$ cat config.mk
export PLATFORM = sky130hd
export DESIGN_NAME = load_store_unit
export DESIGN_NICKNAME = d
export VERILOG_FILES = /design/src/rtl/lsu_pkg.sv /design/src/rtl/lsu_align.sv /design/src/rtl/load_store_unit.sv
export SDC_FILE = /design/constraint.sdc
export NUM_CORES = 1
export LEC_CHECK = 0
export BUFFER_PORTS_ARGS = -buffer_cell sky130_fd_sc_hd__buf_2
export CAP_MARGIN = 10
export CORE_ASPECT_RATIO = 1.75
export CORE_MARGIN = 1.5
export CORE_UTILIZATION = 49
export DETAILED_ROUTE_END_ITERATION = 10
export GPL_ROUTABILITY_DRIVEN = 0
export GPL_TIMING_DRIVEN = 0
export PLACE_DENSITY_LB_ADDON = 0.15
export SYNTH_ARGS = -nofsm -noshare
export SYNTH_HDL_FRONTEND = slang
export SYNTH_SLANG_ARGS = --single-unit
$ cat constraint.sdc
create_clock -name clk -period 6.3 [get_ports clk]
set_clock_uncertainty 0.2 [all_clocks]
set_input_delay 1.26 -clock clk [delete_from_list [all_inputs] [get_ports clk]]
set_output_delay 1.26 -clock clk [all_outputs]
set_load 0.02 [all_outputs]
$ cat src/rtl/lsu_pkg.sv
// Shared funct3 encodings, FSM states and access-size masks for the load/store unit.
// Pure definitions: no latency, no handshake.
package lsu_pkg;

  localparam logic [2:0] F3_B  = 3'b000;
  localparam logic [2:0] F3_H  = 3'b001;
  localparam logic [2:0] F3_W  = 3'b010;
  localparam logic [2:0] F3_BU = 3'b100;
  localparam logic [2:0] F3_HU = 3'b101;

  localparam logic [3:0] SIZE_MASK_B = 4'b0001;
  localparam logic [3:0] SIZE_MASK_H = 4'b0011;
  localparam logic [3:0] SIZE_MASK_W = 4'b1111;

  typedef enum logic [1:0] {
    ST_IDLE,
    ST_ACC1,
    ST_ACC2,
    ST_FIN
  } lsu_state_t;

  // Access width in bytes; 0 marks an encoding no load or store uses.
  function automatic logic [2:0] access_bytes(input logic [2:0] f3);
    case (f3)
      F3_B, F3_BU: access_bytes = 3'd1;
      F3_H, F3_HU: access_bytes = 3'd2;
      F3_W:        access_bytes = 3'd4;
      default:     access_bytes = 3'd0;
    endcase
  endfunction

endpackage

$ cat src/rtl/lsu_align.sv
// Combinational lane steering: byte enables, shifted store data, split/illegal decode, load merge+extend.
// Zero latency; no handshake of its own.
module lsu_align
  import lsu_pkg::*;
(
  input  logic        is_store,
  input  logic [2:0]  funct3,
  input  logic [1:0]  offset,
  input  logic [31:0] store_data,
  input  logic [31:0] rdata1,
  input  logic [31:0] rdata2,
  output logic [3:0]  be1,
  output logic [3:0]  be2,
  output logic [31:0] wdata1,
  output logic [31:0] wdata2,
  output logic        split,
  output logic        illegal,
  output logic [31:0] load_result
);

  logic [2:0]  nbytes;
  logic [3:0]  size_mask;
  logic [7:0]  mask;
  logic [63:0] shifted_wdata;
  logic [31:0] r;

  always_comb begin
    nbytes = access_bytes(funct3);
    case (nbytes)
      3'd1:    size_mask = SIZE_MASK_B;
      3'd2:    size_mask = SIZE_MASK_H;
      3'd4:    size_mask = SIZE_MASK_W;
      default: size_mask = 4'b0000;
    endcase

    // Any enable spilling into the upper nibble means the access crosses a word.
    mask    = {4'b0000, size_mask} << offset;
    be1     = mask[3:0];
    be2     = mask[7:4];
    split   = |mask[7:4];
    illegal = (nbytes == 3'd0) || (is_store && funct3[2]);

    shifted_wdata = {32'h0, store_data} << {offset, 3'b000};
    wdata1        = shifted_wdata[31:0];
    wdata2        = shifted_wdata[63:32];

    r = 32'({(split ? rdata2 : 32'h0), rdata1} >> {offset, 3'b000});
    case (funct3)
      F3_B:    load_result = {{24{r[7]}}, r[7:0]};
      F3_BU:   load_result = {24'h0, r[7:0]};
      F3_H:    load_result = {{16{r[15]}}, r[15:0]};
      F3_HU:   load_result = {16'h0, r[15:0]};
      default: load_result = r;
    endcase
  end

endmodule

$ cat src/rtl/load_store_unit.sv
// RV32I load/store unit on a word bus; done 3 cycles after start (4 when split) with zero-wait ack.
// Request held stable until mem_ack; waits indefinitely; start only accepted when idle.
module load_store_unit
  import lsu_pkg::*;
#(
  parameter int SPLIT_MISALIGNED = 1
) (
  input  logic        clk,
  input  logic        rst,
  input  logic        start,
  input  logic        is_store,
  input  logic [2:0]  funct3,
  input  logic [31:0] address,
  input  logic [1:0]  offset,
  input  logic [31:0] store_data,
  output logic [31:0] load_data,
  output logic        busy,
  output logic        done,
  output logic        error,
  output logic        mem_req,
  output logic        mem_we,
  output logic [31:0] mem_addr,
  output logic [3:0]  mem_be,
  output logic [31:0] mem_wdata,
  input  logic [31:0] mem_rdata,
  input  logic        mem_ack
);

  lsu_state_t  state_q, state_d;
  logic        is_store_q;
  logic [2:0]  funct3_q;
  logic [31:0] address_q;
  logic [1:0]  offset_q;
  logic [31:0] store_data_q;
  logic [31:0] rdata1_q;
  logic        err_q;

  logic        idle;
  logic        a_is_store;
  logic [2:0]  a_funct3;
  logic [1:0]  a_offset;
  logic [31:0] rd1;
  logic [3:0]  be1, be2;
  logic [31:0] wdata1, wdata2, load_result;
  logic        split, illegal, reject;

  // Decode the live inputs while idle so the accept decision is made on the start cycle.
  assign idle       = (state_q == ST_IDLE);
  assign a_is_store = idle ? is_store : is_store_q;
  assign a_funct3   = idle ? funct3   : funct3_q;
  assign a_offset   = idle ? offset   : offset_q;
  assign rd1        = (state_q == ST_ACC1) ? mem_rdata : rdata1_q;
  assign reject     = illegal || (split && (SPLIT_MISALIGNED == 0));

  lsu_align u_align (
    .is_store    (a_is_store),
    .funct3      (a_funct3),
    .offset      (a_offset),
    .store_data  (store_data_q),
    .rdata1      (rd1),
    .rdata2      (mem_rdata),
    .be1         (be1),
    .be2         (be2),
    .wdata1      (wdata1),
    .wdata2      (wdata2),
    .split       (split),
    .illegal     (illegal),
    .load_result (load_result)
  );

  always_comb begin
    state_d   = state_q;
    busy      = 1'b0;
    done      = 1'b0;
    error     = 1'b0;
    mem_req   = 1'b0;
    mem_we    = 1'b0;
    mem_addr  = 32'h0;
    mem_be    = 4'h0;
    mem_wdata = 32'h0;
    case (state_q)
      ST_IDLE: begin
        if (start) state_d = reject ? ST_FIN : ST_ACC1;
      end
      ST_ACC1: begin
        busy      = 1'b1;
        mem_req   = 1'b1;
        mem_we    = is_store_q;
        mem_addr  = address_q;
        mem_be    = be1;
        mem_wdata = is_store_q ? wdata1 : 32'h0;
        if (mem_ack) state_d = split ? ST_ACC2 : ST_FIN;
      end
      ST_ACC2: begin
        busy      = 1'b1;
        mem_req   = 1'b1;
        mem_we    = is_store_q;
        mem_addr  = address_q + 32'd4;
        mem_be    = be2;
        mem_wdata = is_store_q ? wdata2 : 32'h0;
        if (mem_ack) state_d = ST_FIN;
      end
      ST_FIN: begin
        done    = !err_q;
        error   = err_q;
        state_d = ST_IDLE;
      end
      default: state_d = ST_IDLE;
    endcase
  end

  always_ff @(posedge clk or posedge rst) begin
    if (rst) begin
      state_q      <= ST_IDLE;
      is_store_q   <= 1'b0;
      funct3_q     <= 3'b000;
      address_q    <= 32'h0;
      offset_q     <= 2'b00;
      store_data_q <= 32'h0;
      rdata1_q     <= 32'h0;
      err_q        <= 1'b0;
      load_data    <= 32'h0;
    end else begin
      state_q <= state_d;
      if (idle && start) begin
        is_store_q   <= is_store;
        funct3_q     <= funct3;
        address_q    <= address & 32'hFFFF_FFFC;
        offset_q     <= offset;
        store_data_q <= store_data;
        err_q        <= reject;
      end
      if ((state_q == ST_ACC1) && mem_ack) rdata1_q <= mem_rdata;
      // Result lands on the final ack edge so it is already valid during FIN.
      if (!is_store_q && mem_ack &&
          (((state_q == ST_ACC1) && !split) || (state_q == ST_ACC2)))
        load_data <= load_result;
    end
  end

endmodule

==> metrics.yaml, run 1 <==
clock_tree:
  htreeDepth: 4
  holdBufCountCts: 0
  cts_setup_buffers: 0
  clkLatencyLatePin_ns: 0.44
  cts_resized: 0
  cts_buffers: 17
  clock_path_buffers: 2
  clock_sinks: 135
  clock-root-buffer: "clkbuf_16"
  clkTransAtPathRegs_ns: 0.06
  cts_tree: "built"
routing:
  num_vias: 8728
  drt_iter0_drc: 840
  routed_wl_um: 31500
  firstDrtPassIters: 6
  wl_per_cell_um: 22.5
  ant_nets: 0
  via_per_inst: 6.23
  drcViolationCount: 0
timing:
  tightest_slew_ns: 1.14
  setup_viol: 0
  min_period_ns: 5.29
  fmax_mhz: 189
  drv_slew: 0
  hold_viol: 0
  hold_ws_ns: 0.302
  rsz0062_at_grt: "false"
  relSlewSlack: 0.234
  fin_ws_ns: 1.01
  post-route-period-util: 0.840
power_and_ir_drop:
  p_leak_nw: 4.85
  p_per_area_nw_per_um2: 647
  netSwitchingFraction: 0.480
  p_seq_frac: 0.251
  p_comb_frac: 0.591
  clockPowerShare: 0.158
  p_int_mw: 3.66
  vdd_drop_max_v: 0.000313
  netSwitchingPower_mw: 3.38
  finalPower_mw: 7.04
logic_synthesis:
  seq_area_frac_synth: 0.382
  ys_dominant_reg_cell: "dfrtp_1"
  synth-edff-count: 0
  yosys.area.top_type: "dfrtp_1"
  async_flop_share: 1.00
  synth_top_area_share: 0.382
  ys_ff_latch: 135
  yosysWarnings: 0
  yosysUniqueCellTypes: 67
  syn_avg_cell_area_um2: 9.54
  syn-cell-area_um2: 8850
  synth_area_leaders: "dfrtp_1, mux2_2, nand2_1"
  syn_inst: 928
worst_hold_path:
  worstHoldEndpoint: "err_q"
  worstHoldPathType: "reg2reg"
  hold_start: "err_q"
  holdPathStages: 2
critical_path:
  startpoint_type: "flip-flop"
  crit_type: "reg2out"
  ff2ff_path_depth: 11
  worstPathArrival_ns: 3.83
  cp-end-kind: "output pin"
  reg2reg_to: "load_data[22]"
  r2r_slack_ns: 2.93
  cp_max_fo: 10
  worst_ep_required_time_ns: 4.84
  reg2reg_from: "state_q[1]"
cells_and_area:
  drive_gt1_frac: 0.342
  layout_commonest_cell: "buf_2"
  mostFrequentLayoutCells: "buf_2, dfrtp_1, nand2_1, mux2_2, nor2_1"
  nNetsFinal: 1266
  syn2layout_area_growth_pct: 22.8
global_routing:
  met2_usage: 0.586
  gr-usage-all-layers: 0.335
  grt_pass1_wl_um: 48500
  grt_pass1_vias: 8893
  grt_max_degree: 96
  gr-max-usage-layer: "met2"
  grt_use_met3: 0.0685
  antenna_found_initial: 2
  use_met1: 0.367
  grt-ovfl-total: 0
place:
  dp_hpwl_um: 23200
  port_buffers: 206
  pre_cts_ws_ns: 1.36
floorplan:
  initial_utilization: 0.502
  die_h_um: 181
  die_area_um2: 18900
  core.rowCount: 64
  core-area_um2: 17600
  die_x_um: 105
  ios: 211
run:
  cap_violations: 0
run_status:
  status: "completed"
[power by group through the flow]
| stage | Sequential (mW) | Combinational, mW | Clock (mW) |
|---|---|---|---|
| 4_1_cts | 1.74 | 4.09 | 1.13 |
| 3_5_place_dp | 1.76 | 4.07 | 0 |
| 6_report | 1.76 | 4.16 | 1.11 |
| 5_1_grt | 1.82 | 4.44 | 1.16 |
| 2_1_floorplan | 1.75 | 2.79 | 0 |
| 3_3_place_gp | 1.74 | 4.02 | 0 |
[sequential cells by signal, summed over array words and instances (netlist names)]
| register | flops |
|---|---|
| store_data_q | 32 |
| is_store_q | 1 |
| load_data | 32 |
| state_q | 2 |
| offset_q | 2 |
| err_q | 1 |
| funct3_q | 3 |
| address_q | 30 |
| rdata1_q | 32 |
[through the flow]
step,instance area [µm²],std cells,setup TNS (ns),utilization
after CTS,10900,1399,0,0.617
after detailed placement,10200,1367,0,0.579
after global routing,10900,1400,0,0.617
after floorplan,8850,929,0,-
after global placement,10200,1366,-66.50,0.578
final,10900,1401,0,0.617
[cell type report]
class / count / area (µm²)
fill: 1617 / 6750
multi-input combinational: 715 / 5110
sequential: 135 / 3380
timing repair buffer: 207 / 1060
clock buffer: 22 / 494
buffer: 72 / 344
tap: 231 / 289
clock inverter: 10 / 164
inverter: 7 / 31.3
antenna: 2 / 5.00
[worst max-delay path, stage by stage (launching register included)]
cell and delay (ns):
dfrtp_1 0.43, inv_1 0.11, ha_1 0.22, buf_2 0.28, buf_2 0.40, buf_2 0.38
clkbuf_1 0.51, nand2_1 0.46, a21oi_1 0.36, buf_2 0.22
[worst max path at each step]
stage / start / end / slack [ns] / cells past startpoint
floorplan: rst / address_q[10] / 1.23 / 1
global placement: rst / store_data_q[25] / -0.51 / 2
detailed placement: offset[0] / mem_wdata[23] / 1.36 / 9
CTS: state_q[1] / mem_be[3] / 1.11 / 9
global route: state_q[1] / mem_addr[9] / 0.88 / 11
finish: state_q[1] / mem_be[3] / 1.01 / 9
[layer usage]
layer | up-vias | part of all wire
li1 | 3917 | -
met1 | 4148 | 0.36
met2 | 529 | 0.51
met3 | 134 | 0.074
met4 | 0 | 0.059
met5 | - | 0
[kinds of logic after synthesis]
family                     after synthesis  synth area share
xor gates and xnor gates                 7           0.00693
adders and majority gates                5           0.00707
AOI/OAI and AO/OA                      230             0.171
muxes                                  171             0.231
and+or+nand+nor                        300             0.160
other                                    1          0.000424
buffers and inverters                   79            0.0418
DFF                                    135             0.382
[synthesized netlist by cell type, drive strengths merged, types with 3 or more instances]
cell type  instances
a31oi             36
a21o               3
xnor2              3
and4               7
mux4              13
inv                7
nand3             34
ha                 5
nor3b              3
a211o              6
o32ai              7
and3              11
a21boi            10
o31ai              3
a221oi             8
nor3              37
nand2            114
nand4              9
o211ai             3
o2111a             6
and2              10
a2bb2oi            9
a32oi              4
mux2             113
xor2               4
mux2i             45
buf               42
dfrtp            135
a21oi             54
a41oi              3
clkbuf            30
o21ai             54
o22ai              6
o22a               6
nor2              60
Note: power is estimated with default switching activity, not from simulation.
==> inputs of run 2 (changes only) <==
- clock period: 6.3 -> 4.8 ns (I/O delays scaled with it)
==> run 2 against run 1 <==
Compared with the run above: die area is the same; hold slack is essentially flat; non-clock buffer count shrank 1; utilization grew 0.11 points; global-route usage is essentially flat; count of clock-buffer cells in the layout is the same; cell count is essentially flat; cell area grew 0.18%; largest power group unchanged; highest routed layer unchanged.
==> metrics.yaml, run 2 (synthesized netlist as in run 1, its figures left out) <==
critical_path:
  cp_max_fo: 19  # +9
  startpoint_type: "flip-flop"
  reg2reg_from: "state_q[1]"
  reg2reg_to: "rdata1_q[9]"
  ff2ff_path_depth: 7  # -4
  path_buf_inv: 6  # unchanged
  cp-end-kind: "output pin"
  crit_type: "reg2out"
  crit_slowest_cell: "dfrtp_1"
  r2r_slack_ns: 1.49  # -1.44 ns
  path_delay_family: "buffers and inverters"
  crit_path_max_incr_delay_ns: 0.43  # -0.08 ns
  worstPathArrival_ns: 3.42  # -0.41 ns
  worst_ep_required_time_ns: 3.64  # -1.20 ns
  path_cells: "inv_1, ha_1, buf_2, clkbuf_4, clkbuf_4, and3_1, clkbuf_1, nand2_1, o22ai_1, buf_2"
clock_tree:
  cts_setup_buffers: 0  # unchanged
  clock-root-buffer: "clkbuf_16"
  clkLatencyLatePin_ns: 0.44  # about the same
  clock_sinks: 135  # unchanged
  clock_path_buffers: 2  # unchanged
  cts_tree: "built"
  cts_buffers: 17  # unchanged
  clkTransAtPathRegs_ns: 0.06  # about the same
  htreeDepth: 4  # unchanged
floorplan:
  core.rowCount: 64  # unchanged
  initial_utilization: 0.502  # unchanged
  die_area_um2: 18900  # unchanged
  die_x_um: 105  # unchanged
  ios: 211  # unchanged
  core-area_um2: 17600  # unchanged
  die_h_um: 181  # unchanged
global_routing:
  grt-ovfl-total: 0  # unchanged
  grt_pass1_wl_um: 48500  # +0.17%
  grt_max_degree: 96  # unchanged
  grt_pass1_vias: 8861  # -0.36%
  gr-usage-all-layers: 0.336  # +0.000459
  antenna_found_initial: 2  # unchanged
timing:
  post-route-period-util: 0.954
  tightest_slew_ns: 1.18  # +0.0393 ns
  min_period_ns: 4.58
  setup_viol: 0  # unchanged
  relSlewSlack: 0.207  # -0.0264
  rsz0062_at_grt: "false"
  hold_viol: 0  # unchanged
  setup-tns-final_ns: 0  # unchanged
  drv_slew: 0  # unchanged
  fmax_mhz: 218
cells_and_area:
  drive_gt1_frac: 0.348  # +0.00543
  final_cells: 1400  # -0.071%
  nNetsFinal: 1265  # -0.079%
  layout_commonest_cell: "buf_2"
  syn2layout_area_growth_pct: 23.0
  nFillCells: 1616  # -0.062%
  largestRegisters: "load_data x32, rdata1_q x32, store_data_q x32"
  mostFrequentLayoutCells: "buf_2, dfrtp_1, nand2_1, mux2_2, nor2_1"
  post-route-util: 0.618  # +0.00114
routing:
  ant_nets: 0  # unchanged
  wl_per_cell_um: 22.5  # +0.16%
  via_per_inst: 6.27  # +0.67%
  drt_iter0_drc: 914  # +8.8%
  drcViolationCount: 0  # unchanged
  firstDrtPassIters: 6  # unchanged
  num_vias: 8780  # +0.60%
  routed_wl_um: 31500  # about the same
power_and_ir_drop:
  p_leak_nw: 4.86  # +0.30%
  finalPower_mw: 9.26  # +32%
  p_per_area_nw_per_um2: 851  # +31%
  vdd_drop_max_v: 0.000410  # +31%
worst_hold_path:
  worstHoldEndpoint: "err_q"
  hold_start: "err_q"
  worstHoldPathType: "reg2reg"
  holdPathStages: 2  # unchanged
place:
  port_buffers: 206  # unchanged
  dpl.cell_count: 1367  # unchanged
  dp_hpwl_um: 23200  # unchanged
run:
  cap_violations: 0  # unchanged
run_status:
  status: "completed"
[run 2: cell count changes in the layout (fill, tap and decap cells not counted)]
cell | previous run | this run
mux2i_4 | 1 | 2
buf_2 | 220 | 218
clkbuf_4 | 0 | 2
clkbuf_1 | 30 | 26
clkbuf_2 | 0 | 5
mux2i_1 | 41 | 40
buf_1 | 18 | 16
[run 2: layout make-up]
| type | instances | area (µm²) | area share |
|---|---|---|---|
| antenna | 2 | 5.00 | 0.000460 |
| buffer | 71 | 352 | 0.0323 |
| clock buffer | 22 | 494 | 0.0454 |
| clock inverter | 10 | 164 | 0.0151 |
| inverter | 7 | 31.3 | 0.00287 |
| multi-input combinational | 715 | 5120 | 0.470 |
| sequential | 135 | 3380 | 0.310 |
| tap | 231 | 289 | 0.0265 |
| timing repair buffer | 207 | 1060 | 0.0972 |
[run 2: power by group]
part	switching [mW]	internal, mW	total, mW
Clock	0.520	0.941	1.46
Sequential	0.580	1.74	2.32
Combinational	3.34	2.14	5.49
Total	4.45	4.82	9.26
[run 2: how the worst max path moves through the flow]
stage	depth (start not counted)	slack, ns	to	startpoint
after floorplan	1	0.03	address_q[10]	rst
after global placement	2	-1.71	store_data_q[25]	rst
after detailed placement	9	0.42	mem_be[3]	state_q[1]
after CTS	10	0.08	mem_wdata[18]	state_q[1]
after global routing	10	0.09	mem_wdata[16]	state_q[1]
final	10	0.22	mem_wdata[18]	state_q[1]
[run 2: worst register-to-register path: cells and delay by family (launching register included)]
family	cells	cell delay (ns)
adder cells (fa/ha/maj)	1	0.23
buffers and inverters	4	1.57
multiplexers	1	0.41
AND/OR/NAND/NOR	1	0.36
flip-flops	1	0.43
[run 2: metrics by stage]
stage	worst slack (ns)	hold slack [ns]	area, µm²
5_1_grt	0.0863	0.320	10900
3_5_place_dp	0.421	0.290	10200
3_3_place_gp	-1.71	0.283	10200
2_1_floorplan	0.0289	0.264	8850
6_report	0.222	0.302	10900
4_1_cts	0.0842	0.305	10900
[run 2: per-layer routing]
layer,global-route usage,vias up,share of wire
met5,0,-,0
met4,0.203,0,0.054
met3,0.0729,126,0.071
met2,0.587,509,0.51
met1,0.369,4234,0.36
li1,-,3911,-
[run 2: timing repair]
item / CTS / global route
hold buffers: 0 / 0
endpoints found under the setup margin: 8 / 22
endpoints found under the hold margin: 0 / 0
resized for setup: 2 / 8
